### src/rtl/updi_link_scheduler.sv
// UPDI link scheduler: arbitrates the single physical-level loader between the
// command generator (requester 0) and the debug/host port (requester 1), and
// sequences each transaction through TX, an optional guarded RX, and a report.
module updi_link_scheduler #(
  parameter int unsigned TIMEOUT_CYC = 4000,
  parameter int unsigned GUARD_CYC   = 2
) (
  input  logic       clk,
  input  logic       rst,
  input  logic [1:0] req_valid,
  input  logic [1:0] req_rx,
  output logic [1:0] grant,
  output logic       busy,
  output logic       phy_ten_n,
  output logic       phy_ren_n,
  input  logic       phy_tdone,
  input  logic       phy_rdone,
  output logic       cmp_done,
  output logic       cmp_id,
  output logic       cmp_err
);

  localparam int unsigned TimerW = $clog2(TIMEOUT_CYC + 1);
  // A zero guard still spends one cycle with both enables released, so the
  // registered enables can never overlap across the turnaround.
  localparam int unsigned GuardLen = (GUARD_CYC == 0) ? 1 : GUARD_CYC;
  localparam logic [TimerW-1:0] TimerLast = TimerW'(TIMEOUT_CYC - 1);
  localparam logic [3:0] GuardLast = 4'(GuardLen - 1);

  typedef enum logic [2:0] {StIdle, StTx, StGuard, StRx, StDone} state_e;

  state_e            state_q, state_d;
  logic [TimerW-1:0] timer_q, timer_d;
  logic [3:0]        guard_q, guard_d;
  logic              owner_q, owner_d;
  logic              rx_pend_q, rx_pend_d;
  logic              err_q, err_d;
  logic              last_q, last_d;
  logic              win;

  logic [1:0] grant_q, grant_d;
  logic       busy_q, busy_d;
  logic       ten_n_q, ten_n_d;
  logic       ren_n_q, ren_n_d;
  logic       cmp_done_q, cmp_done_d;
  logic       cmp_id_q, cmp_id_d;
  logic       cmp_err_q, cmp_err_d;

  // Round-robin winner: on contention pick the requester not served last.
  always_comb begin
    win = req_valid[1];
    if (req_valid == 2'b11) begin
      win = ~last_q;
    end
  end

  // State register, datapath and registered outputs.
  always_ff @(posedge clk) begin
    if (!rst) begin
      state_q    <= StIdle;
      timer_q    <= '0;
      guard_q    <= '0;
      owner_q    <= 1'b0;
      rx_pend_q  <= 1'b0;
      err_q      <= 1'b0;
      last_q     <= 1'b1;  // requester 0 wins first after reset
      grant_q    <= 2'b00;
      busy_q     <= 1'b0;
      ten_n_q    <= 1'b1;
      ren_n_q    <= 1'b1;
      cmp_done_q <= 1'b0;
      cmp_id_q   <= 1'b0;
      cmp_err_q  <= 1'b0;
    end else begin
      state_q    <= state_d;
      timer_q    <= timer_d;
      guard_q    <= guard_d;
      owner_q    <= owner_d;
      rx_pend_q  <= rx_pend_d;
      err_q      <= err_d;
      last_q     <= last_d;
      grant_q    <= grant_d;
      busy_q     <= busy_d;
      ten_n_q    <= ten_n_d;
      ren_n_q    <= ren_n_d;
      cmp_done_q <= cmp_done_d;
      cmp_id_q   <= cmp_id_d;
      cmp_err_q  <= cmp_err_d;
    end
  end

  // Next-state and datapath update.
  always_comb begin
    state_d   = state_q;
    timer_d   = timer_q;
    guard_d   = guard_q;
    owner_d   = owner_q;
    rx_pend_d = rx_pend_q;
    err_d     = err_q;
    last_d    = last_q;
    unique case (state_q)
      StIdle: begin
        if (|req_valid) begin
          state_d   = StTx;
          owner_d   = win;
          rx_pend_d = req_rx[win];
          err_d     = 1'b0;
          timer_d   = '0;
        end
      end
      StTx: begin
        timer_d = timer_q + 1'b1;
        // tdone takes priority over a coincident timeout
        if (phy_tdone) begin
          timer_d = '0;
          guard_d = '0;
          state_d = rx_pend_q ? StGuard : StDone;
        end else if (timer_q == TimerLast) begin
          timer_d = '0;
          err_d   = 1'b1;
          state_d = StDone;
        end
      end
      StGuard: begin
        if (guard_q == GuardLast) begin
          timer_d = '0;
          state_d = StRx;
        end else begin
          guard_d = guard_q + 1'b1;
        end
      end
      StRx: begin
        timer_d = timer_q + 1'b1;
        if (phy_rdone) begin
          timer_d = '0;
          state_d = StDone;
        end else if (timer_q == TimerLast) begin
          timer_d = '0;
          err_d   = 1'b1;
          state_d = StDone;
        end
      end
      StDone: begin
        last_d  = owner_q;
        state_d = StIdle;
      end
      default: state_d = StIdle;
    endcase
  end

  // Output decode from the next state so every output leaves a flop.
  always_comb begin
    grant_d    = 2'b00;
    busy_d     = (state_d != StIdle);
    ten_n_d    = (state_d != StTx);
    ren_n_d    = (state_d != StRx);
    cmp_done_d = (state_d == StDone);
    cmp_id_d   = 1'b0;
    cmp_err_d  = 1'b0;
    if (state_d != StIdle) begin
      grant_d = owner_d ? 2'b10 : 2'b01;
    end
    if (state_d == StDone) begin
      cmp_id_d  = owner_d;
      cmp_err_d = err_d;
    end
  end

  assign grant     = grant_q;
  assign busy      = busy_q;
  assign phy_ten_n = ten_n_q;
  assign phy_ren_n = ren_n_q;
  assign cmp_done  = cmp_done_q;
  assign cmp_id    = cmp_id_q;
  assign cmp_err   = cmp_err_q;

endmodule

### config.mk
export PLATFORM = sky130hd
export DESIGN_NAME = updi_link_scheduler
export DESIGN_NICKNAME = d
export VERILOG_FILES = /design/src/rtl/updi_link_scheduler.sv
export SDC_FILE = /design/constraint.sdc
export NUM_CORES = 1
export LEC_CHECK = 0
export CAP_MARGIN = 20
export CORE_UTILIZATION = 40
export DETAILED_ROUTE_END_ITERATION = 10
export GPL_ROUTABILITY_DRIVEN = 0
export GPL_TIMING_DRIVEN = 0
export PLACE_DENSITY = 0.63
export SYNTH_ARGS = -nofsm -noshare
export SYNTH_HDL_FRONTEND = slang
export SYNTH_SLANG_ARGS = --single-unit
### constraint.sdc
create_clock -name clk -period 1.9 [get_ports clk]
set_input_delay 0.38 -clock clk [delete_from_list [all_inputs] [get_ports clk]]
set_output_delay 0.38 -clock clk [all_outputs]
set_load 0.01 [all_outputs]
### Yosys cells after proc, flatten, opt, wreduce, memory -nomap -nowiden

Index checks and enable logic that the tools add are counted.

| operators by class | value |
|---|---|
| shifts and indexed selects | 0 |
| div/mod/pow operators | 0 |
| reduce and logical (&&, ||, !) cells | 10 |
| $add $sub $neg | 2 |
| bitwise gates (word level) | 1 |
| order comparisons | 1 |
| muxes and demuxes | 27 |
| eq/ne operators | 14 |
| $mul | 0 |

Operators by type and width:

| operator | number |
|---|---|
| $mux 12 | 5 |
| $pmux 12 s4 | 1 |
| $mux 3 | 6 |
| $add 12x1->12 const B | 1 |
| $eq 12x12->1 const B | 1 |
| $pmux 3 s4 | 1 |
| $mux 1 | 9 |
| $mux 4 | 2 |
| $ne 2x2->1 const B | 4 |
| $pmux 4 s2 | 1 |
| $eq 3x2->1 const B | 2 |
| $eq 3x3->1 const B | 2 |
| $reduce_and 2->1 | 3 |
| $reduce_and 3->1 | 2 |
| $add 4x1->4 const B | 1 |
| $eq 4x1->1 const B | 1 |
| $reduce_bool 4->1 | 1 |
| $eq 3x1->1 const B | 1 |
| $logic_not 3->1 | 1 |
| $ne 3x1->1 const B | 1 |
| $ne 3x2->1 const B | 1 |
| $pmux 1 s3 | 1 |
| $reduce_bool 3->1 | 1 |
| $eq 2x2->1 const B | 1 |
| 5 further kinds | 5 |

| word-level totals | value |
|---|---|
| bits in latches | 0 |
| memories kept | 0 |
| output and inout port bits | 8 |
| memory bits (read-only) | 0 |
| memory bits (writable) | 0 |
| bits in registers | 31 |

### Logic depth before layout (Yosys ltp)

Gate-level depths: netlist of the first run.

| logic depth | value |
|---|---|
| depth after elaboration | 6 |
| gate-level depth with buffers | 7 |
| depth with buffers taken out | 6 |

### Worst setup path before layout of the first run

OpenSTA, ideal clock, no wires.

| path | value |
|---|---|
| path kind | flip-flop to flip-flop |
| start point | reg timer_q[0] |
| end point | reg state_q[0] |
| required time | 1785 ps |
| library setup time | 115 ps |
| data arrival time | 1730 ps |
| stages on the path, launching flop included | 6 |
| setup slack | 55 ps |
| cells stage by stage | dfxtp_1 -> ha_1 -> nand4_2 -> or4_4 -> a221o_1 -> and2_1 |

| between the ends | value |
|---|---|
| word-level cells in the longest chain between the ends | 4 |
| elaborated cells between the ends (all ways) | 5 |

RTL lines:

| element | RTL line | source |
|---|---|---|
| start, declared | 33 | `logic [TimerW-1:0] timer_q, timer_d;` |
| start signal, assigned | 76 | `timer_q <= timer_d;` |
| $eq 12x12->1 (*) | 118, 137 |  |
| $mux 3 (*) | 118, 137 |  |
| $mux 3, on equally long branches | 134, 114 |  |
| $pmux 3 s4 (*) | 101 | `unique case (state_q)` |
| end signal, assigned | 60 | `state_q <= StIdle;` |
| end signal, assigned | 75 | `state_q <= state_d;` |
| end, declared | 32 | `state_e state_q, state_d;` |

Every way passes the cells marked *; elsewhere a longest branch is shown, timed or not.
A chain may end at the register's enable or synchronous reset.

### Worst setup path after layout of the first run

| path | value |
|---|---|
| start point | reg timer_q[1] |
| end point | reg timer_q[9] |

| between the ends | value |
|---|---|
| word-level cells in the longest chain between the ends | 4 |
| elaborated cells between the ends (all ways) | 6 |

RTL lines:

| element | RTL line |
|---|---|
| $add 12x1->12 or $eq 12x12->1 (tied branches) | - |
| $mux 12 (*) | 118, 137 |
| $mux 12, on equally long branches | 134, 114 |
| $pmux 12 s4 (*) | 101 |

Marks and branches as above.

==> flow_summary_export.csv, run 1 <==
group,metric,value,unit
critical_path,critPathMaxFanout,10,
sta,rsz0062_at_grt,"true",
yosys,synth_common_cells,"dfxtp_1, nand2_1, nand3_1",
yosys,synth_adder_area_share,2.51,%
hold_path,min_path_type,"register to register",
yosys,synth_cell_types,45,
grt,grt_remaining_overflow,0,
sta,relSlewSlack,62.5,%
floorplanning,pin_count,16,
routing,antenna_left,0,
grt,grt_pass1_vias,1401,
cells_and_area,nets,208,
flow_run,cap_violations,0,
yosys,synth_top_family_by_area,"simple AND/OR/NAND/NOR gates",
yosys,synth_top_area_share,41.4,%
yosys,synth_edf_count,0,
clocking,cts_tree,"built",
yosys,synth_area_leader_cell,"dfxtp_1",
sta,drv_slew,0,
placed_design,dpl.hpwl,2.47,mm
yosys,synth.area.mux_share,2.01,%
clocking,postCtsHoldBufs,0,
sta,worst_pin_slew,0.563,ns
grt,gr-usage-all-layers,19.2,%
yosys,synth-simple-area-share,30.6,%
critical_path,critPathLaunch,"timer_q[1]",
cells_and_area,syn2layout_area_growth,24.8,%
grt,antenna_found_initial,0,
placed_design,dp.cells,235,
routing,wl_per_cell,14.4,um
hold_path,worstHoldStart,"last_q",
clocking,path_clk_slew,0.07,ns
critical_path,startpoint_type,"register",
yosys,syn_avg_cell_area,8.61,sq um
yosys,synth_xor_area_share,0,%
placed_design,place.port_buffers,15,
sta,fin_crit,1.84,ns
clocking,clock-root-buffer,"clkbuf_8",
floorplanning,rows,21,
routing,drc,0,
clocking,clk_path_buf_depth,2,
sta,setup_violations,0,
yosys,synth_most_common_cell,"dfxtp_1",
sta,skew,0.00425,ns
power,power_density,831,nW/um^2
critical_path,critPathKind,"register to register",
floorplanning,coreArea,3470,sq um
yosys,synthArstFlopShare,0,%
cells_and_area,drive_above_1_share,15.2,%
critical_path,reg2reg_slack,0.06,ns
yosys,syn_inst,174,
yosys,ys.flop_type,"dfxtp_1",
routing,vias,1421,
yosys,ys_ff_latch,31,
yosys,syn-cell-area,1500,sq um
yosys,synth_fp_nets,185,
yosys,synth_compound_area_share,18.7,%
hold_path,holdPathStages,2,
floorplanning,dieArea,3990,sq um
sta,postLayoutSetupSlackWorst,0.0605,ns
floorplanning,die_h,63.2,um
clocking,clock_sinks,31,
cells_and_area,finalNonFillerCells,244,
cells_and_area,num_antenna_cells,0,
sta,timing.fmax,544,MHz
critical_path,crit_arrival,2.01,ns
placed_design,place_ws,-0.291,ns
clocking,clkLatencyLatePin,0.28,ns
yosys,yosysSeqAreaShare,41.4,%
yosys,yosys_warnings,0,
outcome,status,"complete, no violations",
critical_path,rr_startpoint,"timer_q[1]",
hold_path,holdPathEnd,"last_q",
power,power.leakage,0.676,nW
critical_path,rr_worst_depth,6,
critical_path,rr_endpoint,"timer_q[9]",
routing,drt_pass1_iterations,6,
critical_path,cp-end-kind,"register",
floorplanning,initial_core_util,43.2,%
floorplanning,die_x,63.2,um
grt,grt_pass1_wl,6.10,mm
routing,wl,3.50,mm
yosys,synthTopCellsByArea,"dfxtp_1, nand2_1, nand3_1",
sta,finalHoldViolations,0,
power,irDropWorstVdd,577,uV
grt,grt_max_degree,11,
clocking,cts_buffers,5,
critical_path,required,2.07,ns
sta,period_share,96.8,%
routing,drtIter0Drc,54,
clocking,htree_levels,2,
routing,vias_per_cell,5.82,
-- layout by cell type (no fill, tap or decap), types with 4 or more instances in the layout --
| cell | instances |
|---|---|
| nand3_1 | 11 |
| a31oi_1 | 5 |
| nor3_1 | 8 |
| clkdlybuf4s50_1 | 15 |
| or3_1 | 5 |
| nor2_1 | 9 |
| o21ai_0 | 4 |
| inv_1 | 5 |
| clkbuf_8 | 6 |
| nand2_1 | 18 |
| buf_2 | 5 |
| a21oi_1 | 10 |
| dfxtp_1 | 27 |
| o211ai_1 | 4 |
-- final cells by class --
class,count,area (sq um)
Fill cell,326,1600
Multi-Input combinational cell,127,833
Sequential cell,31,628
Timing Repair Buffer,16,158
Clock buffer,6,82.6
Tap cell,46,57.6
Buffer,10,52.6
Clock inverter,2,35.0
Inverter,6,22.5
-- worst max path at each step --
stage | to | slack (ns) | cells past startpoint
after global routing | timer_q[7] | -0.007 | 6
after CTS | state_q[0] | 0.0002 | 5
after floorplan | state_q[0] | 0.05 | 5
after detailed placement | timer_q[5] | -0.29 | 7
after global placement | timer_q[5] | -0.26 | 7
final | timer_q[9] | 0.06 | 6
-- metal layers --
metal	share of wire, %	vias up	track usage (%)
li1	-	697	-
met1	45	678	22.6
met2	50	41	33.3
met3	4.6	5	5.07
met4	1.1	0	7.10
met5	0	-	0
-- cells by family (layout without fill, tap and decap cells) --
group / count (synthesis) / in the layout
compound gates: 41 / 41
fa+ha+maj: 3 / 3
buf+inv: 16 / 40
flops: 31 / 31
mux: 3 / 3
simple gates: 80 / 80
-- power breakdown --
part,internal (mW),switching (mW)
registers,0.676,0.0185
clock network,0.424,0.244
logic,0.0861,0.105
total,1.19,0.368
-- sequential cells by signal (all words and copies together), names as in the netlist --
signal / cells
timer_q: 12
owner_q: 1
cmp_done: 1
err_q: 1
busy: 1
grant: 2
cmp_err: 1
last_q: 1
guard_q: 4
rx_pend_q: 1
state_q: 3
phy_ren_n: 1
cmp_id: 1
phy_ten_n: 1
-- per-stage QoR --
step / setup TNS, ns / utilization [%] / power [mW] / cell area [sq um] / hold slack [ns]
floorplan: 0 / - / 0.816 / 1500 / 0.440
global placement: -2.17 / 49.2 / 0.887 / 1710 / 0.452
detailed placement: -2.56 / 49.2 / 0.892 / 1710 / 0.460
CTS: 0 / 53.2 / 1.57 / 1850 / 0.477
global route: -0.00868 / 53.9 / 1.62 / 1870 / 0.513
finish: 0 / 53.9 / 1.55 / 1870 / 0.473
-- worst max-delay path, stage by stage (launching register included) --
cell	delay, ns
dfxtp_2	0.38
ha_4	0.17
nand4_4	0.14
or4_4	0.52
buf_2	0.21
a21oi_1	0.23
a211oi_1	0.07
-- timing repair --
action / CTS / global route
endpoints found under the setup margin: 5 / 12
buffers inserted: 0 / 1
gates resized for setup: 4 / 8
cloned: 0 / 0
pin swaps: 0 / 1
Power figures use the tool's default switching activity.
==> inputs of run 2 (changes only) <==
Settings changed: CTS_CLUSTER_SIZE set to 20.
==> results of run 2 <==
Final layout, timing and power as in run 1 (identical DEF).
==> inputs of run 3 (changes only) <==
Settings changed: CORE_UTILIZATION 40 to 45, PLACE_DENSITY 0.63 to 0.69.
==> run 3 against run 2 <==
  * Hold slack better by 0.0030 ns
  * Worst setup slack better by 0.0049 ns
  * Sequential power about the same
  * Sequential share of layout area grew 1.3 points
  * First-iteration DRC count grew 83%
  * Utilization grew 4.0 points
  * Register-to-register slack hardly changed
  * Critical path depth is 1 lower
  * Critical path type unchanged
  * Largest cell class unchanged
==> flow_summary_export.csv, run 3 (synthesis results as in run 1) <==
group,metric,value,unit
power,switching_share,26.9,%
routing,antenna_left,0,
routing,wl_per_cell,14.0,um
placed_design,dpl_cell_area,1700,sq um
clocking,cts_buffers,5,
critical_path,critPathLaunch,"timer_q[0]",
floorplanning,dieArea,3560,sq um
routing,wl,3.37,mm
floorplanning,die_x,59.7,um
grt,top_usage_layer,"met2",
cells_and_area,nets,208,
sta,finalHoldViolations,0,
grt,use_met1,25.4,%
cells_and_area,layout_commonest_cell,"dfxtp_1",
clocking,clkLatencyLatePin,0.33,ns
clocking,clk_path_buf_depth,2,
cells_and_area,syn2layout_area_growth,19.9,%
cells_and_area,num_antenna_cells,0,
cells_and_area,drive_above_1_share,13.8,%
placed_design,place_ws,-0.333,ns
outcome,status,"complete, no violations",
sta,setup_violations,0,
grt,grt_pass1_wl,5.69,mm
critical_path,critPathMaxFanout,6,
power,irDropWorstVdd,421,uV
sta,rsz0062_at_grt,"false",
placed_design,dpl.hpwl,2.40,mm
power,power_density,681,nW/um^2
grt,grt_max_degree,11,
critical_path,startpoint_type,"register",
sta,period_share,96.6,%
floorplanning,rows,20,
sta,worst_pin_slew,0.553,ns
clocking,htree_levels,2,
hold_path,min_path_type,"register to register",
power,finalPower,1.22,mW
sta,fin_tns_setup,0,ns
grt,grt_pass1_vias,1277,
sta,drv_slew,0,
clocking,postCtsHoldBufs,0,
sta,relSlewSlack,63.1,%
cells_and_area,final_cell_mix,"dfxtp_1, nand2_1, clkdlybuf4s50_1, nand3_1",
sta,postLayoutSetupSlackWorst,0.0655,ns
sta,hold_ws,0.476,ns
cells_and_area,fill_cells,313,
flow_run,cap_violations,0,
grt,gr-usage-all-layers,21.6,%
clocking,clock-root-buffer,"clkbuf_4",
routing,drc,0,
power,intPower,894,uW
power,clkPwrFrac,27.8,%
sta,skew,0.0144,ns
routing,drtIter0Drc,99,
grt,gr-usage-met3,5.19,%
grt,gr-usage-met2,37.5,%
floorplanning,initial_core_util,48.3,%
critical_path,cp-end-kind,"register",
power,p_comb_share,15.7,%
cells_and_area,largest_register_ffs,12,
floorplanning,coreArea,3100,sq um
critical_path,critPathKind,"register to register",
clocking,clock_sinks,31,
placed_design,dp.cells,233,
grt,antenna_found_initial,0,
power,pwr-share-seq,56.6,%
critical_path,required,2.14,ns
critical_path,crit_arrival,2.07,ns
routing,drt_pass1_iterations,4,
sta,fin_crit,1.83,ns
grt,grt_remaining_overflow,0,
floorplanning,pin_count,16,
power,power.leakage,0.641,nW
cells_and_area,regMostFlops,"timer_q",
cells_and_area,largest_registers,"timer_q: 12 flops, guard_q: 4 flops, state_q: 3 flops",
critical_path,rr_startpoint,"timer_q[0]",
sta,timing.fmax,545,MHz
cells_and_area,finalInstanceArea,1800,sq um
routing,vias,1403,
cells_and_area,fin_util,57.9,%
clocking,cts_tree,"built",
cells_and_area,finalNonFillerCells,240,
routing,vias_per_cell,5.85,
hold_path,worstHoldStart,"owner_q",
floorplanning,die_h,59.7,um
placed_design,place.port_buffers,15,
clocking,path_clk_slew,0.10,ns
power,p_sw,329,uW
run 3: final cells by class:
| class | count | area (sq um) | share of cell area (%) |
|---|---|---|---|
| Inverter | 6 | 22.5 | 1.25 |
| Timing Repair Buffer | 16 | 158 | 8.78 |
| Buffer | 10 | 55.1 | 3.07 |
| Sequential cell | 31 | 627 | 34.9 |
| Tap cell | 44 | 55.1 | 3.07 |
| Multi-Input combinational cell | 127 | 837 | 46.6 |
| Clock buffer | 6 | 41.3 | 2.30 |
run 3: power groups by stage:
stage          combinational, mW  clock (mW)  sequential, mW
2_1_floorplan              0.107           0           0.709
3_3_place_gp               0.180           0           0.705
3_5_place_dp               0.185           0           0.706
4_1_cts                    0.187       0.347           0.692
5_1_grt                    0.210       0.378           0.694
6_report                   0.192       0.340           0.692
run 3: path summary, 6_finish.rpt:
check / cells past startpoint / to / slack [ns]
max reg2reg: 5 / state_q[0] / 0.07
min reg2reg: 2 / last_q / 0.48
max: 5 / state_q[0] / 0.07
min: 2 / last_q / 0.48
run 3: metal layers:
layer | routed length [um] | vias up
li1 | - | 693
met1 | 1440 | 671
met2 | 1730 | 31
met3 | 142 | 8
met4 | 58 | 0
met5 | 0 | -
run 3: critical path, cell delays in order, from the launching register on:
cell and delay (ns):
dfxtp_4 0.38, ha_4 0.17, nand4_4 0.14, or4_4 0.53
a221o_1 0.37, and2_1 0.16
run 3: repair_timing:
action                                  in CTS  in global routing
endpoints found under the setup margin      11                 12
setup buffers                                0                  1
gates resized for setup                      5                 10
